File: src/rtl/sync_queue_pkg.sv
// Shared helpers for the parametrised sync queue: width derivations and parameter legality.
package sync_queue_pkg;

  function automatic int clog2(input int value);
    int r;
    r = 0;
    while ((1 << r) < value) r++;
    return r;
  endfunction

  function automatic int cnt_w(input int depth);
    return clog2(depth + 1);
  endfunction

  function automatic int ptr_w(input int depth);
    return (depth > 1) ? clog2(depth) : 1;
  endfunction

  function automatic bit params_ok(input int depth, input int afull_th);
    return (depth >= 2) && ((depth & (depth - 1)) == 0) &&
           (afull_th >= 1) && (afull_th <= depth);
  endfunction

endpackage

File: src/rtl/sync_queue_2port_ram.sv
// DEPTH x DATA_W simple dual-port memory, one write port and one registered read port (1 cycle).
// No reset so it can be swapped for a memory macro wrapper.
module sync_queue_2port_ram
  import sync_queue_pkg::*;
#(
  parameter int DATA_W = 128,
  parameter int DEPTH  = 16,
  localparam int ADDR_W = ptr_w(DEPTH)
) (
  input  logic              i_clock,
  input  logic              i_we,
  input  logic [ADDR_W-1:0] i_waddr,
  input  logic [DATA_W-1:0] i_wdata,
  input  logic              i_re,
  input  logic [ADDR_W-1:0] i_raddr,
  output logic [DATA_W-1:0] o_rdata
);

  logic [DATA_W-1:0] r_mem [DEPTH];
  logic [DATA_W-1:0] r_rdata;

  always_ff @(posedge i_clock) begin
    if (i_we) r_mem[i_waddr] <= i_wdata;
  end

  always_ff @(posedge i_clock) begin
    if (i_re) r_rdata <= r_mem[i_raddr];
  end

  assign o_rdata = r_rdata;

endmodule

File: src/rtl/sync_queue_2port_mem_param.sv
// FWFT synchronous FIFO: head word lives in a staging slot, the rest in a 1W/1R RAM.
// Enqueue into an empty queue is visible one cycle later; back-to-back dequeue runs at 1 word/cycle.
module sync_queue_2port_mem_param
  import sync_queue_pkg::*;
#(
  parameter int DATA_W   = 128,
  parameter int DEPTH    = 16,
  parameter int AFULL_TH = 12,
  localparam int CNT_W   = cnt_w(DEPTH)
) (
  input  logic              clock,
  input  logic              reset_n,
  input  logic              io_flush,
  output logic              io_enq_ready,
  input  logic              io_enq_valid,
  input  logic [DATA_W-1:0] io_enq_bits,
  input  logic              io_deq_ready,
  output logic              io_deq_valid,
  output logic [DATA_W-1:0] io_deq_bits,
  output logic [CNT_W-1:0]  io_count,
  output logic              io_almost_full
);

  localparam int PTR_W = ptr_w(DEPTH);
  localparam logic [CNT_W-1:0] L_DEPTH = CNT_W'(DEPTH);
  localparam logic [CNT_W-1:0] L_AFULL = CNT_W'(AFULL_TH);

  if (!params_ok(DEPTH, AFULL_TH)) begin : g_bad_params
    $fatal(1, "sync_queue_2port_mem_param: DEPTH must be a power of two >= 2 and 1 <= AFULL_TH <= DEPTH");
  end

  logic [PTR_W-1:0]  r_wr_ptr, r_rd_ptr;
  logic [CNT_W-1:0]  r_count;
  logic              r_head_vld;
  logic              r_head_from_ram;
  logic [DATA_W-1:0] r_stage;
  logic [DATA_W-1:0] w_ram_rdata;
  logic [CNT_W-1:0]  w_ram_cnt;
  logic              w_enq, w_deq, w_head_free, w_ram_re, w_ram_we, w_bypass;

  assign io_enq_ready = (r_count < L_DEPTH) && !io_flush;
  assign w_enq        = io_enq_valid && io_enq_ready;
  assign w_deq        = r_head_vld && io_deq_ready && !io_flush;
  // RAM is never non-empty while the head slot is empty, so RAM occupancy is simply count minus head.
  assign w_ram_cnt    = r_count - CNT_W'(r_head_vld);
  assign w_head_free  = !r_head_vld || w_deq;
  assign w_ram_re     = w_head_free && (w_ram_cnt != '0) && !io_flush;
  assign w_bypass     = w_head_free && (w_ram_cnt == '0) && w_enq;
  assign w_ram_we     = w_enq && !w_bypass;

  sync_queue_2port_ram #(
    .DATA_W (DATA_W),
    .DEPTH  (DEPTH)
  ) u_ram (
    .i_clock (clock),
    .i_we    (w_ram_we),
    .i_waddr (r_wr_ptr),
    .i_wdata (io_enq_bits),
    .i_re    (w_ram_re),
    .i_raddr (r_rd_ptr),
    .o_rdata (w_ram_rdata)
  );

  always_ff @(posedge clock or negedge reset_n) begin
    if (!reset_n) begin
      r_wr_ptr        <= '0;
      r_rd_ptr        <= '0;
      r_count         <= '0;
      r_head_vld      <= 1'b0;
      r_head_from_ram <= 1'b0;
      r_stage         <= '0;
    end else if (io_flush) begin
      r_wr_ptr   <= '0;
      r_rd_ptr   <= '0;
      r_count    <= '0;
      r_head_vld <= 1'b0;
    end else begin
      if (w_ram_we) r_wr_ptr <= r_wr_ptr + PTR_W'(1);
      if (w_ram_re) r_rd_ptr <= r_rd_ptr + PTR_W'(1);
      r_count <= r_count + CNT_W'(w_enq) - CNT_W'(w_deq);
      // The RAM read register doubles as the head slot, which avoids a refill bubble.
      if (w_ram_re) begin
        r_head_vld      <= 1'b1;
        r_head_from_ram <= 1'b1;
      end else if (w_bypass) begin
        r_head_vld      <= 1'b1;
        r_head_from_ram <= 1'b0;
        r_stage         <= io_enq_bits;
      end else if (w_head_free) begin
        r_head_vld <= 1'b0;
      end
    end
  end

  assign io_deq_valid   = r_head_vld;
  assign io_deq_bits    = r_head_from_ram ? w_ram_rdata : r_stage;
  assign io_count       = r_count;
  assign io_almost_full = (r_count >= L_AFULL);

  a_count_bound: assert property (@(posedge clock) disable iff (!reset_n) r_count <= L_DEPTH);
  a_no_enq_full: assert property (@(posedge clock) disable iff (!reset_n) !(w_enq && r_count == L_DEPTH));
  a_no_deq_empty: assert property (@(posedge clock) disable iff (!reset_n) !(w_deq && r_count == '0));

endmodule

File: config.mk
export PLATFORM = sky130hd
export DESIGN_NAME = sync_queue_2port_mem_param
export DESIGN_NICKNAME = d
export VERILOG_FILES = /design/src/rtl/sync_queue_pkg.sv /design/src/rtl/sync_queue_2port_ram.sv /design/src/rtl/sync_queue_2port_mem_param.sv
export SDC_FILE = /design/constraint.sdc
export NUM_CORES = 2
export LEC_CHECK = 0
export CORE_AREA = 2 2 522 575
export CTS_BUF_LIST = sky130_fd_sc_hd__clkbuf_2
export DETAILED_ROUTE_END_ITERATION = 6
export DIE_AREA = 0 0 524 577
export GPL_TIMING_DRIVEN = 0
export PLACE_DENSITY = 0.53
export SKIP_LAST_GASP = 1
export SYNTH_ARGS = -nofsm -noshare
export SYNTH_HDL_FRONTEND = slang
export SYNTH_SLANG_ARGS = --single-unit
File: constraint.sdc
create_clock -name clock -period 33.7 [get_ports clock]
set_clock_uncertainty 0.1 [all_clocks]
set_input_delay 5.055 -clock clock [delete_from_list [all_inputs] [get_ports clock]]
set_output_delay 5.055 -clock clock [all_outputs]
set_load 0.01 [all_outputs]
=== Yosys cells after proc, flatten, opt, wreduce, memory -nomap -nowiden ===
Memories as Yosys holds them, arrays and structs flattened. A register that Yosys moved wholly into a read port is not among the register bits.
Index checks and enable logic that the tools add are counted.

* Muxes and demuxes: 14
* $add $sub $neg: 5
* Bitwise logic cells: 2
* Order comparisons: 2
* Reductions and logical operators: 21

{| class="wikitable"
|+ Operators with widths
! cell !! count
|-
| 128-bit 2-to-1 mux || 1
|-
| 4-bit 2-to-1 mux || 4
|-
| 5-bit by 1-bit subtractor with 5-bit output || 2
|-
| 1-bit logical AND || 9
|-
| 4-bit by 1-bit adder with 4-bit output, second input constant || 2
|-
| 1-bit 2-to-1 mux || 8
|-
| 2-bit nonzero test || 3
|-
| 5-bit by 1-bit adder with 5-bit output || 1
|-
| 5-bit by 4-bit >= comparator with 1-bit output, second input constant || 1
|-
| 5-bit zero test || 1
|-
| 5-bit less-than comparator, second input constant || 1
|-
| 5-bit 2-to-1 mux || 1
|-
| 5-bit nonzero test || 1
|-
| 4-bit nonzero test || 1
|-
| 1-bit zero test || 3
|-
| 3-bit AND reduction || 1
|-
| 1-bit NOT || 2
|-
| 2-bit AND reduction || 1
|-
| 1-bit logical OR || 1
|}

* Input port bits: 133
* RAM bits: 2,048
* Word-level logic and storage cells: 51
* Output and inout bits: 136
* Memories kept: 1
* Register bits: 143

{| class="wikitable"
|+ Memories
! memory !! depth !! width !! rd ports !! clocked after memory_dff !! wr ports !! RTL line !! text
|-
| u_ram.r_mem || 16 || 128 || 1 || 1 || 1 || sync_queue_2port_ram.sv:19 || <nowiki>logic [DATA_W-1:0] r_mem [DEPTH];</nowiki>
|}

=== Logic depth before layout (Yosys ltp) ===
* Depth after elaboration: 9
* Depth in mapped cells: 11
* Mapped depth without buffers: 10

=== Hierarchy ===
From an unflattened synthesis, not the netlist that was laid out.

* Cells, all modules: 3,868
* Area, all modules: 88,357.2 um^2

{| class="wikitable"
|+ Modules (own cells, without submodules)
! module !! times used !! area each (um^2) !! seq. area each (um^2) !! cells each
|-
| sync_queue_2port_ram || 1 || 80,731.2 || 65,342.7 || 3,357
|-
| sync_queue_2port_mem_param || 1 || 7,626.1 || 3,578.4 || 511
|}

=== Least setup slack after synthesis ===
OpenSTA, ideal clock, no wires.

* Kind: input to register
* Start point: in io_flush
* End point: mem u_ram.r_mem[1][0], enable pin
* Setup time: 0.973 ns
* Stages: 6
* Buffers on the path: 2
* Data required time: 32.627 ns
* Arrival: 19.130 ns
* Path slack: 13.497 ns
* Cells stage by stage: clkbuf_1 > nor2_1 > nand2_1 > a41o_1 > clkbuf_1 > nor4b_1

* Elaborated cells between the ends (all ways): 11
* Classes of those cells: 2 x mux; 9 x reduce/logical

{| class="wikitable"
|+ RTL lines
! item !! RTL line !! text
|-
| from (decl) || sync_queue_2port_mem_param.sv:13 || <nowiki>input logic io_flush,</nowiki>
|-
| 1-bit zero test * || sync_queue_2port_mem_param.sv:41 || <nowiki>assign io_enq_ready = (r_count < L_DEPTH) && !io_flush;</nowiki>
|-
| 1-bit logical AND * || sync_queue_2port_mem_param.sv:41 ||
|-
| named net io_enq_ready || sync_queue_2port_mem_param.sv:14 || <nowiki>output logic io_enq_ready,</nowiki>
|-
| 1-bit logical AND * || sync_queue_2port_mem_param.sv:42 || <nowiki>assign w_enq = io_enq_valid && io_enq_ready;</nowiki>
|-
| 1-bit logical AND || sync_queue_2port_mem_param.sv:48 || <nowiki>assign w_bypass = w_head_free && (w_ram_cnt == '0) && w_enq;</nowiki>
|-
| 1-bit zero test || sync_queue_2port_mem_param.sv:49 || <nowiki>assign w_ram_we = w_enq && !w_bypass;</nowiki>
|-
| 1-bit logical AND * || sync_queue_2port_mem_param.sv:49 ||
|-
| 1-bit 2-to-1 mux * || sync_queue_2port_ram.sv:23 || <nowiki>if (i_we) r_mem[i_waddr] <= i_wdata;</nowiki>
|-
| 1-bit 2-to-1 mux (not written as such) * || sync_queue_2port_ram.sv:23 ||
|-
| to (decl) || sync_queue_2port_ram.sv:19 ||
|}

Mark *: on every way through the listed nets, which the timed path passes. The rest lies on a longest branch.

=== Final worst setup path ===
* Start point: in io_flush
* End point: out io_enq_ready

* Word-level cells in the longest chain between the ends: 2

{| class="wikitable"
|+ RTL lines
! item !! RTL line
|-
| 1-bit zero test || sync_queue_2port_mem_param.sv:41
|-
| 1-bit logical AND || sync_queue_2port_mem_param.sv:41
|-
| to (decl) || sync_queue_2port_mem_param.sv:14
|}

No other way between the ends.

==> implementation parameters <==
Parameter                              Value

Run status
  Run status    finished with violations
  Violations in the final reports    max-capacitance violations

Synth
  Post-synthesis sequential element count    ~2300
  Most used DFF post-synth    sky130_fd_sc_hd__edfxtp_1
  Ys async rst share    0.06166
  Mapped Avg Cell Area    about 24 um2
  Cell taking the most area after synthesis    sky130_fd_sc_hd__edfxtp_1
  Top cell type's share of synthesized area    0.7377
  Cell variety after synth    46
  Top cells by area, synth    sky130_fd_sc_hd__edfxtp_1 74%, sky130_fd_sc_hd__mux4_2 15%, sky130_fd_sc_hd__dfrtp_1 4.0%
  Most used standard cell by instance count after synthesis    sky130_fd_sc_hd__edfxtp_1
  Syn. warnings    0
  Netlist area before placement    0.08858 mm2
  Count of flip-flops with a built-in enable after synthesis    2176
  Post-synth net total    roughly 3800
  Sequential cell area fraction in the yosys report    0.7781
  Post-Synthesis Cells    3650
  Commonest cells in the netlist    2176 x sky130_fd_sc_hd__edfxtp_1, 595 x sky130_fd_sc_hd__mux4_2, 148 x sky130_fd_sc_hd__mux2_2

Detailed routing
  Total via count after detailed routing    between 40000 and 50000
  DRC violations left    0
  Post-detailed-route via-to-cell ratio    4.837
  Wire length per cell    approximately 28 um
  Sum of routed wire length over all layers    roughly 260000 um
  TritonRoute pass-1 iters    6
  Initial DRC Count    between 4000 and 5000
  Routed Antenna Nets    0

Floorplanning
  Floorplan die height    between 500 and 600 um
  Core Region    between 0.2 and 0.3 mm2
  Top-Level Pins    between 200 and 300
  Horizontal die dimension    524 um
  Area enclosed by the die boundary    between 0.3 and 0.4 mm2
  Starting utilization of the core area    0.2986
  Number of rows in the core area    210

GRT
  Global-route usage over all layers    0.1672
  Global-route wire length before repair    between 300000 and 400000 um
  Maximum number of pins on one net before global-route repair    52
  Number of global-route vias before repair    around 47000
  Antenna violations before repair    55
  Global route overflow    0

CTS
  Post-CTS Repair Setup Buffers    0
  Skew-Pair Late Insertion Delay    1850 ps
  Count of hold-fix buffers inserted at cts    0
  CTS tree    yes
  Buffer levels on the longest clock path    4
  Clock-pin slew of the registers on the worst-case setup and hold paths    about 90 ps
  Post-CTS Resized    0
  Root Buffer    sky130_fd_sc_hd__clkbuf_2
  Level count of the clock H-tree    6
  Number of CTS-inserted buffers    approximately 600
  Num Clock Sinks    2319

Worst setup path
  Critical path type    input pin to output pin
  Data arrival, critical path    just over 6000 ps
  Delay contributed by the slowest stage of the critical path    510 ps
  Required time at the endpoint of the critical path    between 20000 and 30000 ps
  Critical Path Source Type    input pin
  CP endpoint kind    output pin
  Highest-delay cell along the critical path    sky130_fd_sc_hd__clkdlybuf4s50_1
  Highest fanout seen on the critical path    10
  Buffer and inverter count on the worst path    2
  Cell-by-cell listing of the critical path    clkbuf_1 > nor2_1 > clkdlybuf4s50_1
  Delay-heaviest family, CP    buffers and inverters

Finish
  Total of fill cells in the finished design    between 20000 and 30000
  Layout net count    around 4900
  Fraction of layout cells with a size suffix above 1    0.4083
  Fin cells    9114
  Final core area utilization    0.3510
  Signed area change from the synthesized netlist to the final layout    17.54%

Timing
  Worst hold-check slack    409.5 ps
  Final cycle utilization of the critical path    0.3359
  Post-layout min period    11320 ps
  Achievable Freq    0.08834 GHz
  Hold violation count in the final report    0
  Final setup violation count    0
  Count of pins over their slew limit    0
  Unrepaired setup endpoints after global routing    no
  Worst rel slew slack    0.002963
  Transition time at the pin with the least slew margin    1496 ps

Placed design
  Number of buffer cells added on primary ports    267
  Placed insts    slightly above 8000
  Final estimated routing congestion in global placement    about 0.7
  DP HPWL    163700 um

Pwr
  Total power density per cell area    68.01 mW/mm2
  Total power consumption of the routed design    about 7 mW
  Max IR drop VDD    approximately 0.000026 V
  Static power due to leakage    between 30 and 40 nW

Min path
  Worst hold path class    register to register

Run
  Max cap viols    1
where the power goes:
part	internal, mW	total (mW)	leakage [nW]	switching (mW)
sequential	3.33	3.39	21.5	0.0612
clock	0.786	1.93	4.19	1.14
combinational	0.868	1.76	8.53	0.892
total	4.98	7.08	34.2	2.10
flip-flops by register name (all words and copies together) (netlist names):
register and count:
io_count 5, io_deq_valid 1, r_head_from_ram 1, r_rd_ptr 4
r_stage 128, r_wr_ptr 4, u_ram.o_rdata 128, u_ram.r_mem 2048
per-layer routing:
layer | share of wire | track usage | vias up
li1 | - | - | 18130
met1 | 0.41 | 0.2161 | 23670
met2 | 0.49 | 0.2702 | 1845
met3 | 0.079 | 0.04669 | 415
met4 | 0.026 | 0.05666 | 28
met5 | 0.00067 | 0 | -
cells in the final DEF, fill, tap and decap left out, types with 2 or more instances in the layout:
cell	n
sky130_fd_sc_hd__nor4b_2	3
sky130_fd_sc_hd__and2_4	8
sky130_fd_sc_hd__a21oi_1	51
sky130_fd_sc_hd__buf_8	4
sky130_fd_sc_hd__clkinv_1	101
sky130_fd_sc_hd__nor2b_1	50
sky130_fd_sc_hd__inv_1	13
sky130_fd_sc_hd__nand3_1	2
sky130_fd_sc_hd__nor2_1	11
sky130_fd_sc_hd__mux2_2	148
sky130_fd_sc_hd__ha_1	15
sky130_fd_sc_hd__buf_12	15
sky130_fd_sc_hd__buf_6	69
sky130_fd_sc_hd__mux2i_1	46
sky130_fd_sc_hd__diode_2	17
sky130_fd_sc_hd__o21ai_0	3
sky130_fd_sc_hd__clkdlybuf4s50_1	266
sky130_fd_sc_hd__buf_16	26
sky130_fd_sc_hd__buf_2	64
sky130_fd_sc_hd__nor3_2	3
sky130_fd_sc_hd__clkinv_2	9
sky130_fd_sc_hd__o31ai_1	2
sky130_fd_sc_hd__inv_2	14
sky130_fd_sc_hd__xnor2_1	3
sky130_fd_sc_hd__mux2_4	109
sky130_fd_sc_hd__nand4_1	2
sky130_fd_sc_hd__clkinvlp_4	2
sky130_fd_sc_hd__buf_4	106
sky130_fd_sc_hd__mux4_2	595
sky130_fd_sc_hd__clkbuf_1	93
sky130_fd_sc_hd__buf_1	16
sky130_fd_sc_hd__clkbuf_2	922
sky130_fd_sc_hd__edfxtp_1	2176
sky130_fd_sc_hd__nand2_1	10
sky130_fd_sc_hd__dfrtp_1	143
sky130_fd_sc_hd__bufinv_16	9
sky130_fd_sc_hd__a211oi_1	45
final timing paths:
check,start,to,slack [ps],depth (start not counted)
min,r_stage[8],r_stage[8],410,1
max reg2reg,io_count[1],u_ram.r_mem[0][69],29020,14
max in group asynchronous,reset_n,r_stage[72],29260,3
min reg2reg,r_stage[8],r_stage[8],410,1
max,io_flush,io_enq_ready,22380,3
min in group asynchronous,reset_n,r_stage[19],3090,1
cell type report:
class                           instances  area [um2]  area share
Antenna cell                           17       42.54   0.0004086
Buffer                                191       903.4    0.008677
Clock buffer                          918        4594     0.04413
Clock inverter                        135       762.0    0.007319
Inverter                               13       48.80   0.0004687
Multi-Input combinational cell       1127       18780      0.1804
Sequential cell                      2319       68920      0.6620
Tap cell                             3922        4907     0.04713
Timing Repair Buffer                  472        5157     0.04954
logic make-up after synthesis:
logic type	after synthesis	synth area share
buf+inv	204	0.01069
xor+xnor	5	0.0005793
flops	2319	0.7781
fa+ha+maj	16	0.002345
mux	898	0.1938
compound gates	109	0.007939
simple gates	99	0.006569
metrics by stage:
step	setup slack [ps]	TNS (ps)	cell area, um2
after detailed placement	22380	0	98720
after floorplan	13500	0	88580
after global routing	22270	0	104100
after global placement	-6394	-2752760	96160
final	22380	0	104100
after CTS	22380	0	104100
Note: power is estimated with default switching activity, not from simulation.
